File: config.mk
export PLATFORM = sky130hd
export DESIGN_NAME = ex_mem_stage
export DESIGN_NICKNAME = d
export VERILOG_FILES = /design/src/rtl/cpu_pkg.sv /design/src/rtl/branch_cond.sv /design/src/rtl/ex_mem_stage.sv
export SDC_FILE = /design/constraint.sdc
export NUM_CORES = 1
export LEC_CHECK = 0
export ABC_AREA = 0
export CAP_MARGIN = 20
export CORE_UTILIZATION = 37
export CTS_CLUSTER_SIZE = 12
export DETAILED_ROUTE_END_ITERATION = 8
export PLACE_DENSITY = 0.88
export SYNTH_ARGS = -nofsm -noshare
export SYNTH_HDL_FRONTEND = slang
export SYNTH_SLANG_ARGS = --single-unit
File: constraint.sdc
create_clock -name clk -period 3.5 [get_ports clk]
set_input_delay 1.05 -clock clk [delete_from_list [all_inputs] [get_ports clk]]
set_output_delay 1.05 -clock clk [all_outputs]
set_load 0.01 [all_outputs]
File: src/rtl/cpu_pkg.sv
// Shared CPU constants: flag bit positions, branch condition codes, default datapath widths.
package cpu_pkg;
    localparam int DATA_W_DEF = 16;
    localparam int REG_AW_DEF = 4;

    localparam int FLAG_Z = 0;
    localparam int FLAG_V = 1;
    localparam int FLAG_N = 2;

    localparam logic [2:0] COND_NEQ    = 3'b000;
    localparam logic [2:0] COND_EQ     = 3'b001;
    localparam logic [2:0] COND_GT     = 3'b010;
    localparam logic [2:0] COND_LT     = 3'b011;
    localparam logic [2:0] COND_GTE    = 3'b100;
    localparam logic [2:0] COND_LTE    = 3'b101;
    localparam logic [2:0] COND_OVF    = 3'b110;
    localparam logic [2:0] COND_UNCOND = 3'b111;
endpackage

File: src/rtl/branch_cond.sv
// Branch condition resolver: maps a 3-bit condition code and {N,V,Z} flags to taken.
// Purely combinational, no latency, no backpressure.
module branch_cond
    import cpu_pkg::*;
(
    input  logic [2:0] cond,
    input  logic [2:0] flags,
    output logic       taken
);
    logic z, v, n;
    assign z = flags[FLAG_Z];
    assign v = flags[FLAG_V];
    assign n = flags[FLAG_N];

    always_comb begin
        taken = 1'b0;
        case (cond)
            COND_NEQ:    taken = ~z;
            COND_EQ:     taken = z;
            COND_GT:     taken = ~z & ~n;
            COND_LT:     taken = n;
            COND_GTE:    taken = z | ~n;
            COND_LTE:    taken = n | z;
            COND_OVF:    taken = v;
            COND_UNCOND: taken = 1'b1;
            default:     taken = 1'b0;
        endcase
    end
endmodule

File: src/rtl/ex_mem_stage.sv
// EX/MEM boundary: flag register, branch resolution against registered flags, EX/MEM latch, sticky halt.
// Latency 1 cycle into the latch; mem_stall holds latch, flags and counters and suppresses redirects.
// Optional BRANCH_STATS_EN adds saturating taken/not-taken branch counters.
module ex_mem_stage
    import cpu_pkg::*;
#(
    parameter int DATA_W = DATA_W_DEF,
    parameter int REG_AW = REG_AW_DEF
`ifdef BRANCH_STATS_EN
    ,
    parameter int CNT_W  = 16
`endif
) (
    input  logic              clk,
    input  logic              rst_n,
    input  logic              ex_valid,
    input  logic              ex_flush,
    input  logic              mem_stall,
    input  logic [DATA_W-1:0] alu_result,
    input  logic [2:0]        alu_flags,
    input  logic              ex_set_flags,
    input  logic              ex_is_branch,
    input  logic [2:0]        ex_cond,
    input  logic [DATA_W-1:0] ex_br_target,
    input  logic [DATA_W-1:0] ex_st_data,
    input  logic [REG_AW-1:0] ex_dst,
    input  logic              ex_rf_we,
    input  logic              ex_mem_re,
    input  logic              ex_mem_we,
    input  logic              ex_hlt,
    output logic [2:0]        flag_reg,
    output logic              br_taken,
    output logic [DATA_W-1:0] br_target,
    output logic              mem_valid,
    output logic [DATA_W-1:0] mem_result,
    output logic [DATA_W-1:0] mem_st_data,
    output logic [REG_AW-1:0] mem_dst,
    output logic              mem_rf_we,
    output logic              mem_mem_re,
    output logic              mem_mem_we,
    output logic              halted
`ifdef BRANCH_STATS_EN
    ,
    output logic [CNT_W-1:0]  br_cnt_taken,
    output logic [CNT_W-1:0]  br_cnt_nt
`endif
);
    typedef struct packed {
        logic              vld;
        logic [DATA_W-1:0] result;
        logic [DATA_W-1:0] st_data;
        logic [REG_AW-1:0] dst;
        logic              rf_we;
        logic              mem_re;
        logic              mem_we;
    } mem_lat_t;

    mem_lat_t   lat_q, lat_d;
    logic [2:0] flag_q, flag_d;
    logic       halted_q, halted_d;
    logic       live, adv, cond_true, ctl_en;

    assign live = ex_valid & ~ex_flush & ~halted_q;
    assign adv  = live & ~mem_stall;
    // HLT travels down as a valid no-op, so its side-effect enables are dropped.
    assign ctl_en = live & ~ex_hlt;

    branch_cond u_branch_cond (
        .cond  (ex_cond),
        .flags (flag_q),
        .taken (cond_true)
    );

    assign br_taken  = adv & ex_is_branch & cond_true;
    assign br_target = ex_br_target;

    always_comb begin
        lat_d    = lat_q;
        flag_d   = flag_q;
        halted_d = halted_q;
        if (!mem_stall) begin
            lat_d.vld     = live;
            lat_d.result  = alu_result;
            lat_d.st_data = ex_st_data;
            lat_d.dst     = ex_dst;
            lat_d.rf_we   = ctl_en & ex_rf_we;
            lat_d.mem_re  = ctl_en & ex_mem_re;
            lat_d.mem_we  = ctl_en & ex_mem_we;
        end
        if (adv && ex_set_flags) flag_d = alu_flags;
        if (adv && ex_hlt)       halted_d = 1'b1;
    end

    always_ff @(posedge clk or negedge rst_n) begin
        if (!rst_n) begin
            lat_q    <= '0;
            flag_q   <= 3'b000;
            halted_q <= 1'b0;
        end else begin
            lat_q    <= lat_d;
            flag_q   <= flag_d;
            halted_q <= halted_d;
        end
    end

    assign flag_reg    = flag_q;
    assign halted      = halted_q;
    assign mem_valid   = lat_q.vld;
    assign mem_result  = lat_q.result;
    assign mem_st_data = lat_q.st_data;
    assign mem_dst     = lat_q.dst;
    assign mem_rf_we   = lat_q.rf_we;
    assign mem_mem_re  = lat_q.mem_re;
    assign mem_mem_we  = lat_q.mem_we;

`ifdef BRANCH_STATS_EN
    logic [CNT_W-1:0] cnt_t_q, cnt_t_d, cnt_nt_q, cnt_nt_d;

    always_comb begin
        cnt_t_d  = cnt_t_q;
        cnt_nt_d = cnt_nt_q;
        if (adv && ex_is_branch) begin
            if (cond_true) begin
                if (cnt_t_q != '1) cnt_t_d = cnt_t_q + 1'b1;
            end else begin
                if (cnt_nt_q != '1) cnt_nt_d = cnt_nt_q + 1'b1;
            end
        end
    end

    always_ff @(posedge clk or negedge rst_n) begin
        if (!rst_n) begin
            cnt_t_q  <= '0;
            cnt_nt_q <= '0;
        end else begin
            cnt_t_q  <= cnt_t_d;
            cnt_nt_q <= cnt_nt_d;
        end
    end

    assign br_cnt_taken = cnt_t_q;
    assign br_cnt_nt    = cnt_nt_q;
`endif
endmodule
==> run metrics, run 1 <==
post-synthesis sequential area ratio 59.6%; crit start category input port; area of the multi-input gates 602 um^2; most frequent cells in the layout clkdlybuf4s50_1, dfrtp_1, mux2_2; worst-margin pin slew 505 ps; XOR/XNOR Fraction of Synth Area 0%; clk buf depth 2; IO Pins 130; DR vias/cell 4.65; Critical Path Fanout Max 2; first-pass GRT wire length 6610 um; routed length per placed instance 14.7 um; synth warn 0; chip height 72.7 um; design area 2880 um^2; post-DP HPWL 2960 um; critical path arrival 2380 ps; WHS Path Cells 1; Inserted Clock Buffers 5; fillcell total 400; Rel. slew slack 66.3%; DIE AREA 5280 um^2; critical path endpoint category output pin; Sink Count 44; Post-Synth Simple-Gate Area 4.06%; htree depth 2; Diodes inserted 0; portion of netlist area occupied by mux cells 24.4%; # Max-Cap Violations 0; FP Rows 25; CP required 2450 ps; Tcrit/Tclk final 97.9%; Setup Viol. Count Final 0; Syn Std Cell Area 1850 um^2; GPL Wtd Cong 0.668; Max Fclk 0.292 GHz; Util after Layout 60.6%; largest family of logic cells by synthesized area multiplexers; core area 4750 um^2; placed cell area 2760 um^2; Syn Inst Count 122; Clk Latency, worst-skew pair 280 ps; #FFs+latches synth 44; largest net degree at the start of global routing 45; Tot GR Track Use 16.5%; share of layout cells above drive strength 1 27.6%; Final Skew 1.08 ps; WHS 496 ps; Netlist cell types 20; Slew Viols, Final 0; RSZ-0062 raised after global routing no; cell leakage power 1.21 nW; VDD IR max 0.295 mV; WL final 4080 um; CTS tree yes; First-pass DRT Iterations 4; final worst path period need 3430 ps; Sequential Area 1100 um^2; DRT iter0 DRCs 23; Worst-path clk slew 80 ps; number of routed nets with antenna violations 0; Final Hold Fails 0; fin nets 278; area grow syn2layout 55.9%; Post-CTS Hold Fix Bufs 0; vias in the first global route 1415; Reg2Reg Depth 4; status complete, no violations; syn avg cell area 15.1 um^2; initial antenna violation count 0; grt ovf 0; DR vias 1289; Setup CP Type input port to output pin; I/O Buffers 97; Initial Util 38.9%; Syn Nets 191; worst hold path type flip-flop to flip-flop; clk root buf clkbuf_8; Synth Area in Adders 0%; most common cell after layout, fill and taps aside clkdlybuf4s50_1; PwrDens 423 nW/um^2; die width 72.7 um; Remaining DRCs 0; post-CTS setup buffer count 0; post-synthesis compound-gate area fraction 3.59%
## worst paths after layout
path / end / from / slack [ps]
min reg2reg: mem_valid / mem_valid / 500
min: mem_valid / mem_valid / 500
max in group asynchronous: mem_result[12] / rst_n / 2330
max: br_taken / ex_cond[1] / 70
min in group asynchronous: mem_st_data[9] / rst_n / 690
max reg2reg: flag_reg[2] / halted / 2100
## worst max-delay path, stage by stage
cell             delay [ps]
clkdlybuf4s50_1         420
or3b_4                  400
a311oi_2                270
nor4_1                   80
buf_2                   160
## cells in the mapped netlist
cell | count | area (um^2)
a2111oi_0 | 1 | 8.76
a211oi_1 | 1 | 7.51
a21o_1 | 2 | 15.0
a22o_1 | 3 | 26.3
a311oi_1 | 1 | 8.76
and2b_1 | 1 | 7.51
buf_2 | 4 | 20.0
buf_4 | 16 | 120
buf_6 | 1 | 11.3
dfrtp_1 | 44 | 1100
inv_1 | 1 | 3.75
mux2_2 | 36 | 405
mux2_4 | 3 | 45.0
nand2_1 | 1 | 3.75
nand2_2 | 1 | 6.26
nand2b_1 | 1 | 6.26
nor2b_1 | 1 | 6.26
nor4_1 | 2 | 12.5
nor4b_4 | 1 | 23.8
or3b_2 | 1 | 8.76
## per-layer routing
metal	wire, um	track usage, %
met1	1700	20.2
met2	2070	27.7
met4	19	4.14
met5	0	0
met3	293	6.08
## where the power goes
group,internal (mW),switching [mW],leakage [nW],total [mW]
clock network,0.158,0.162,0.0510,0.319
registers,0.562,0.0371,0.523,0.600
logic,0.203,0.0963,0.633,0.299
## timing repair
item                       in CTS  in global routing
resized for setup               5                  2
pin swaps                       0                  1
setup endpoints to repair       1                  1
## stage by stage
stage | cells | setup WS (ps) | power (mW) | TNS, ps
4_1_cts | 276 | 10.0 | 1.24 | 0
3_5_place_dp | 268 | -356 | 0.906 | -356
3_3_place_gp | 268 | -317 | 0.896 | -317
2_1_floorplan | 122 | 449 | 0.728 | 0
6_report | 277 | 72.1 | 1.22 | 0
5_1_grt | 277 | 34.4 | 1.29 | 0
## cell families after synthesis
| kind of cell | count (synthesis) |
|---|---|
| flip-flops | 44 |
| multiplexers | 39 |
| AO/OA/AOI/OAI | 8 |
| buffers and inverters | 22 |
| AND/OR/NAND/NOR | 9 |
## cell type report
class | count | share of cell area [%]
Clock buffer | 6 | 2.87
Sequential cell | 44 | 38.2
Clock inverter | 2 | 0.347
Inverter | 1 | 0.130
Tap cell | 67 | 2.91
Timing Repair Buffer | 101 | 34.7
Multi-Input combinational cell | 56 | 20.9
Power figures use the tool's default switching activity.
==> run 2: changes to the inputs <==
Settings changed: CORE_UTILIZATION 37 to 30, PLACE_DENSITY 0.88 to 0.74, REMOVE_ABC_BUFFERS set to 1.
==> run metrics, run 2 (synthesized netlist as in run 1, its figures left out) <==
status complete, no violations; family with the most delay on the worst path buffers and inverters; first-pass GRT wire length 6510 um; Remaining DRCs 0; CTS tree yes; CP Launch Point ex_cond[1]; setup slack after layout 90.0 ps; Sink Count 44; FP Rows 28; cell leakage power 1.22 nW; initial antenna violation count 0; VDD IR max 0.214 mV; design area 2930 um^2; grt met2 use 21.0%; final worst path period need 3410 ps; Sequential Area 1100 um^2; chip height 80.5 um; die width 80.5 um; share of layout cells above drive strength 1 27.6%; Critical Path Fanout Max 5; Switching Share 23.8%; Inserted Clock Buffers 5; core area 5920 um^2; CP bufs+invs 3; Pint 1000 uW; max incr delay on CP 490 ps; routed length per placed instance 15.4 um; largest net degree at the start of global routing 45; post-DP HPWL 3130 um; WL final 4380 um; placed cell area 2770 um^2; DIE AREA 6480 um^2; fillcell total 523; Tot GR Track Use 13.5%; hold path startpoint mem_valid; I/O Buffers 97; WHS 506 ps; most common cell after layout, fill and taps aside clkdlybuf4s50_1; area grow syn2layout 58.4%; slowest CP cell clkdlybuf4s50_1; Tot Pwr 1.31 mW; crit start category input port; critical path arrival 2360 ps; area of the multi-input gates 602 um^2; Rel. slew slack 64.7%; grt ovf 0; IO Pins 130; crit path cell chain clkdlybuf4s50_1, buf_4, nor2b_1, a2111oi_1, nor4_1, buf_2; DR vias/cell 4.58; switching power 312 uW; Slew Viols, Final 0; Setup Viol. Count Final 0; Max Fclk 0.293 GHz; Final Skew 1.45 ps; vias in the first global route 1283; Diodes inserted 0; worst reg2reg path startpoint halted; Setup CP Type input port to output pin; # Max-Cap Violations 0; worst hold path type flip-flop to flip-flop; clk root buf clkbuf_8; GR Util met1 15.3%; Initial Util 31.2%; Comb pwr share 23.0%; PwrDens 448 nW/um^2; DR vias 1304; pre-CTS WS -330 ps; Worst-path clk slew 90 ps; htree depth 2; RSZ-0062 raised after global routing no; GR Util met3 8.30%; Placed Cells 276; GPL Wtd Cong 0.686; part of the power in registers 45.7%; worst-margin pin slew 530 ps; fin nets 278; most frequent cells in the layout clkdlybuf4s50_1, dfrtp_1, mux2_2; DRT iter0 DRCs 31; CP required 2450 ps; number of routed nets with antenna violations 0; gr busiest metal met2; Clk Latency, worst-skew pair 300 ps; First-pass DRT Iterations 4; critical path endpoint category output pin; Tcrit/Tclk final 97.4%; Final Hold Fails 0; clk buf depth 2; fin cells 285; clock power share 31.3%
==> run 2: changes by cell type in the layout (fill, tap and decap cells not counted) <==
cell       delta
buf_12        -1
buf_16        +1
bufinv_16     +1
clkinv_4      +1
clkinv_2      -2
==> run 2: worst paths after layout <==
path,end,cells past startpoint,slack [ps]
max in group asynchronous,mem_result[14],2,2270
setup / recovery,br_taken,6,90
setup reg to reg,flag_reg[1],4,2070
min in group asynchronous,mem_result[6],1,720
hold / removal,mem_valid,1,510
hold reg to reg,mem_valid,1,510
==> run 2: worst reg2reg max path, cell delays in order (launching register included) <==
cell and delay (ps):
dfrtp_1 440, nor4b_4 310, buf_4 180, nand2_2 90, mux2_4 300
==> run 2: layout make-up <==
| type | count | share of cell area (%) |
|---|---|---|
| clock buffers | 6 | 2.82 |
| clock inverters | 2 | 1.32 |
| inverters | 1 | 0.128 |
| multi-input cells | 56 | 20.6 |
| flip-flops and latches | 44 | 37.6 |
| well taps | 75 | 3.21 |
| repair buffers | 101 | 34.4 |
==> run 2: repair_timing <==
item | in CTS | in global routing
hold buffers | 0 | 0
gates resized for setup | 5 | 2
setup endpoints to repair | 1 | 1
setup buffers | 0 | 0
==> run 2: metrics by stage <==
step / TNS, ps / util (%)
2_1_floorplan: 0 / -
3_3_place_gp: -290 / 46.9
3_5_place_dp: -330 / 46.9
4_1_cts: 0 / 48.9
5_1_grt: 0 / 49.5
6_report: 0 / 49.5
==> run 2: routing by layer <==
| metal | share of wire (%) | wire length (um) |
|---|---|---|
| met3 | 15 | 653 |
| met2 | 45 | 1990 |
| met4 | 1.0 | 44 |
| met1 | 39 | 1690 |
| met5 | 0 | 0 |
==> run 2: power groups by stage <==
| stage | clock (mW) | combinational [mW] | sequential (mW) |
|---|---|---|---|
| finish | 0.411 | 0.302 | 0.599 |
| global route | 0.448 | 0.323 | 0.606 |
| CTS | 0.424 | 0.301 | 0.598 |
| detailed placement | 0 | 0.299 | 0.608 |
| global placement | 0 | 0.294 | 0.605 |
| floorplan | 0 | 0.0698 | 0.631 |
==> variant 1: new RTL, flow settings as in run 1 <==
Change the package constant `DATA_W_DEF` from 16 to 32.
--- a/src/rtl/cpu_pkg.sv
+++ b/src/rtl/cpu_pkg.sv
@@ -1,5 +1,5 @@
 // Shared CPU constants: flag bit positions, branch condition codes, default datapath widths.
 package cpu_pkg;
-    localparam int DATA_W_DEF = 16;
+    localparam int DATA_W_DEF = 32;
     localparam int REG_AW_DEF = 4;
 
Interface: changed (6 resized); port bits go from 130 to 226. No check against the original RTL was run, so the function may have changed too.
==> variant 1 against run 1 <==
Hold slack about the same. Via count is 62% higher. Clock power rose by 93%. Worst setup slack hardly changed. Sequential cell count grew 32. Design area rose by 67%. Area after synthesis increased by 70%. Combinational power increased by 64%. Routed wire length up 82%. Power increased by 75%. Critical path type unchanged. Largest cell class unchanged. Highest routed layer unchanged.
==> variant 1: results (changes against run 1) <==
stage	metric	value	unit	change
worst_setup_path	critPathArrivalTime	2.38	ns	about the same
sta	hold_slack	0.496	ns	+0.000225 ns
cells_and_area	final_nets	457		+64%
yosys	yosys-top-cells-area	dfrtp_1, mux2_2, buf_4, mux2_4, buf_2		
detailed_routing	met1Wirelength	2760	µm	+62%
yosys	muxShareOfSynthArea	0.258		+0.0142
cts	post_cts_buffers	0		unchanged
yosys	synth_xor_area_frac	0		unchanged
place	dpl_worst_slack	-0.346	ns	+0.00912 ns
worst_setup_path	critical_path.top_delay_family	buffers and inverters		
global_route	grt_max_degree	77		+71%
detailed_routing	route.met2.wl	3690	µm	+78%
global_route	track_usage	0.175		+0.00998
hold_path	hold_path.class	register to register		
cts	post_cts_resized	7		+2
hold_path	worstHoldPathCells	1		unchanged
sta	fin_worst_skew	0.00451	ns	+0.00343 ns
global_route	grtUsageMet2	0.289		+0.0114
yosys	synth_cell_types	19		-5.0%
global_route	grt_use_met1	0.187		-0.0155
global_route	use_met3	0.0785		+0.0177
global_route	grt_pass1_vias	2385		+69%
sta	worstMarginPinSlew	0.954	ns	+0.449 ns
place	dpl.hpwl	5510	µm	+86%
cells_and_area	drive_above_1_share	0.284		+0.00787
hold_path	hold_path.startpoint	mem_valid		
detailed_routing	route.met3.wl	708	µm	+140%
hold_path	hold_end	mem_valid		
detailed_routing	routedWlPerCell	16.5	µm	+12%
global_route	grt_pass1_wl	11500	µm	+75%
status	status	finished clean		
cells_and_area	layoutNonFillerInstCount	450		+62%
yosys	synthAdderAreaFrac	0		unchanged
place	gp_congestion	0.706		+5.7%
power_and_ir_drop	ir_drop	0.267	mV	-9.6%
yosys	ys_seq_area_frac	0.605		+0.00929
detailed_routing	drtIter0Drc	53		+130%
yosys	synth_commonest_cells	dfrtp_1, mux2_2, buf_4, buf_2		
place	port_buffers	161		+66%
power_and_ir_drop	p_leak	1.98	nW	+64%
yosys	syn-num-nets	322		+69%
place	post_dp_cell_area	4610	µm²	+67%
worst_setup_path	r2r-end	flag_reg[0]		
worst_setup_path	endpoint	br_taken		
cts	cts_made_buffers	9		+4
place	placed_cells	434		+62%
cts	clock_latency	0.34	ns	+0.06 ns
yosys	synth-compound-area-share	0.0211		-0.0148
cts	h-tree-depth	3		+1
yosys	synth_cells	205		+68%
sta	period_minus_slack	3.43	ns	-0.000153 ns
detailed_routing	vias_per_cell	4.65		-0.15%
-- variant 1: cell types whose count changed in the layout (fill, tap and decap cells not counted), moves of 3 or more --
cell                    run 1  this run
clkinvlp_4                  0         3
dfrtp_1                    44        76
clkdlybuf4s50_1            94       158
clkbuf_8                    6        11
mux2_2                     36        68
-- variant 1: final cells by class --
cell class | instances | area (µm²)
multi-input combinational | 88 | 965
fill | 654 | 3410
clock inverter | 5 | 36.3
tap | 105 | 131
sequential | 76 | 1900
timing repair buffer | 164 | 1620
clock buffer | 11 | 151
inverter | 1 | 3.75
-- variant 1: logic make-up after synthesis --
| logic type | Yosys count |
|---|---|
| flops | 76 |
| mux | 71 |
| buf+inv | 41 |
| simple gates | 9 |
| compound gates | 8 |
-- variant 1: power by group --
part	leakage, nW	switching, mW	internal [mW]
clock	0.0876	0.320	0.296
sequential	0.897	0.0568	0.969
combinational	0.998	0.163	0.326
total	1.98	0.540	1.59
==> variant 2: new RTL, settings of run 1 <==
Without the edit above. Put one more register stage on the output `flag_reg`. The value now appears one clock later. The other outputs are not delayed to match.
--- a/src/rtl/ex_mem_stage.sv
+++ b/src/rtl/ex_mem_stage.sv
@@ -104,5 +104,7 @@
     end
 
-    assign flag_reg    = flag_q;
+    always_ff @(posedge clk) begin
+        flag_reg <= flag_q;
+    end
     assign halted      = halted_q;
     assign mem_valid   = lat_q.vld;
Behaviour: not the same (Yosys sat finds a counterexample within 4 cycles, from zero or initial values and one cycle with rst_n low).
==> variant 2 against run 1 <==
Utilization barely moved. Sequential cell count rose by 3. Cell count rose by 1.1%. Worst setup slack got worse by 0.024 ns. Die area rose by 3.2%. Clock power fell by 6%. Design area rose by 2.0%. Critical path depth rose by 1. Largest cell class unchanged. Routed wire length rose by 0.47%. Power rose by 2.3%. Area after synthesis rose by 3.2%. First-iteration DRC count fell by 26%.
==> variant 2: results (changes against run 1) <==
stage	metric	value	unit	change
status	status	finished clean		
yosys	synth_cell_types	21		+5.0%
worst_setup_path	critPathArrivalTime	2.40	ns	+0.02 ns
global_route	grt_pass1_vias	1436		+1.5%
sta	worstMarginPinSlew	0.492	ns	-0.0129 ns
global_route	grt_use_met1	0.160		-0.0424
power_and_ir_drop	p_comb_frac	0.244		-0.002
detailed_routing	route.met2.wl	2120	µm	+2.1%
detailed_routing	routedWlPerCell	14.7	µm	-0.61%
cells_and_area	fillers	408		+2.0%
cells_and_area	final_nets	281		+1.1%
power_and_ir_drop	intPower	0.950	mW	+3.0%
detailed_routing	route.met3.wl	389	µm	+33%
cells_and_area	clock_area_frac	0.0272		-0.00490
yosys	avgSynthCellArea	15.3	µm²	+0.77%
power_and_ir_drop	ir_drop	0.272	mV	-7.8%
place	dpl_worst_slack	-0.343	ns	+0.0126 ns
place	post_dp_cell_area	2820	µm²	+2.2%
cells_and_area	drive_above_1_share	0.268		-0.00858
cells_and_area	regArea	1160	µm²	+5.5%
hold_path	worstHoldPathCells	0		-1
sta	fin_worst_skew	0.000786	ns	-0.000292 ns
power_and_ir_drop	p_leak	1.22	nW	+1.4%
power_and_ir_drop	clkPwrFrac	0.241		-0.021
cells_and_area	multi_input_area_share	0.209		-0.000348
yosys	yosys-top-cells-area	dfrtp_1, mux2_2, buf_4, dfxtp_1, mux2_4		
## variant 2: path summary, 6_finish.rpt
check                            from              to  slack (ns)
max in group asynchronous       rst_n  mem_result[11]        2.35
min reg2reg                 flag_q[1]     flag_reg[1]        0.39
max                        ex_cond[1]        br_taken        0.05
min                         flag_q[1]     flag_reg[1]        0.39
min in group asynchronous       rst_n  mem_st_data[0]        0.66
max reg2reg                    halted       flag_q[0]        2.08
## variant 2: timing repair
action,in CTS,in global routing
pin swaps,2,0
gates resized for setup,6,4
endpoints found under the setup margin,1,1
## variant 2: kinds of logic (layout without fill, tap and decap cells)
| group | after synthesis | in the layout | share of synthesized area |
|---|---|---|---|
| compound gates | 8 | 8 | 0.0348 |
| buf+inv | 22 | 110 | 0.0813 |
| flops | 47 | 47 | 0.609 |
| mux | 39 | 39 | 0.236 |
| simple gates | 9 | 9 | 0.0393 |
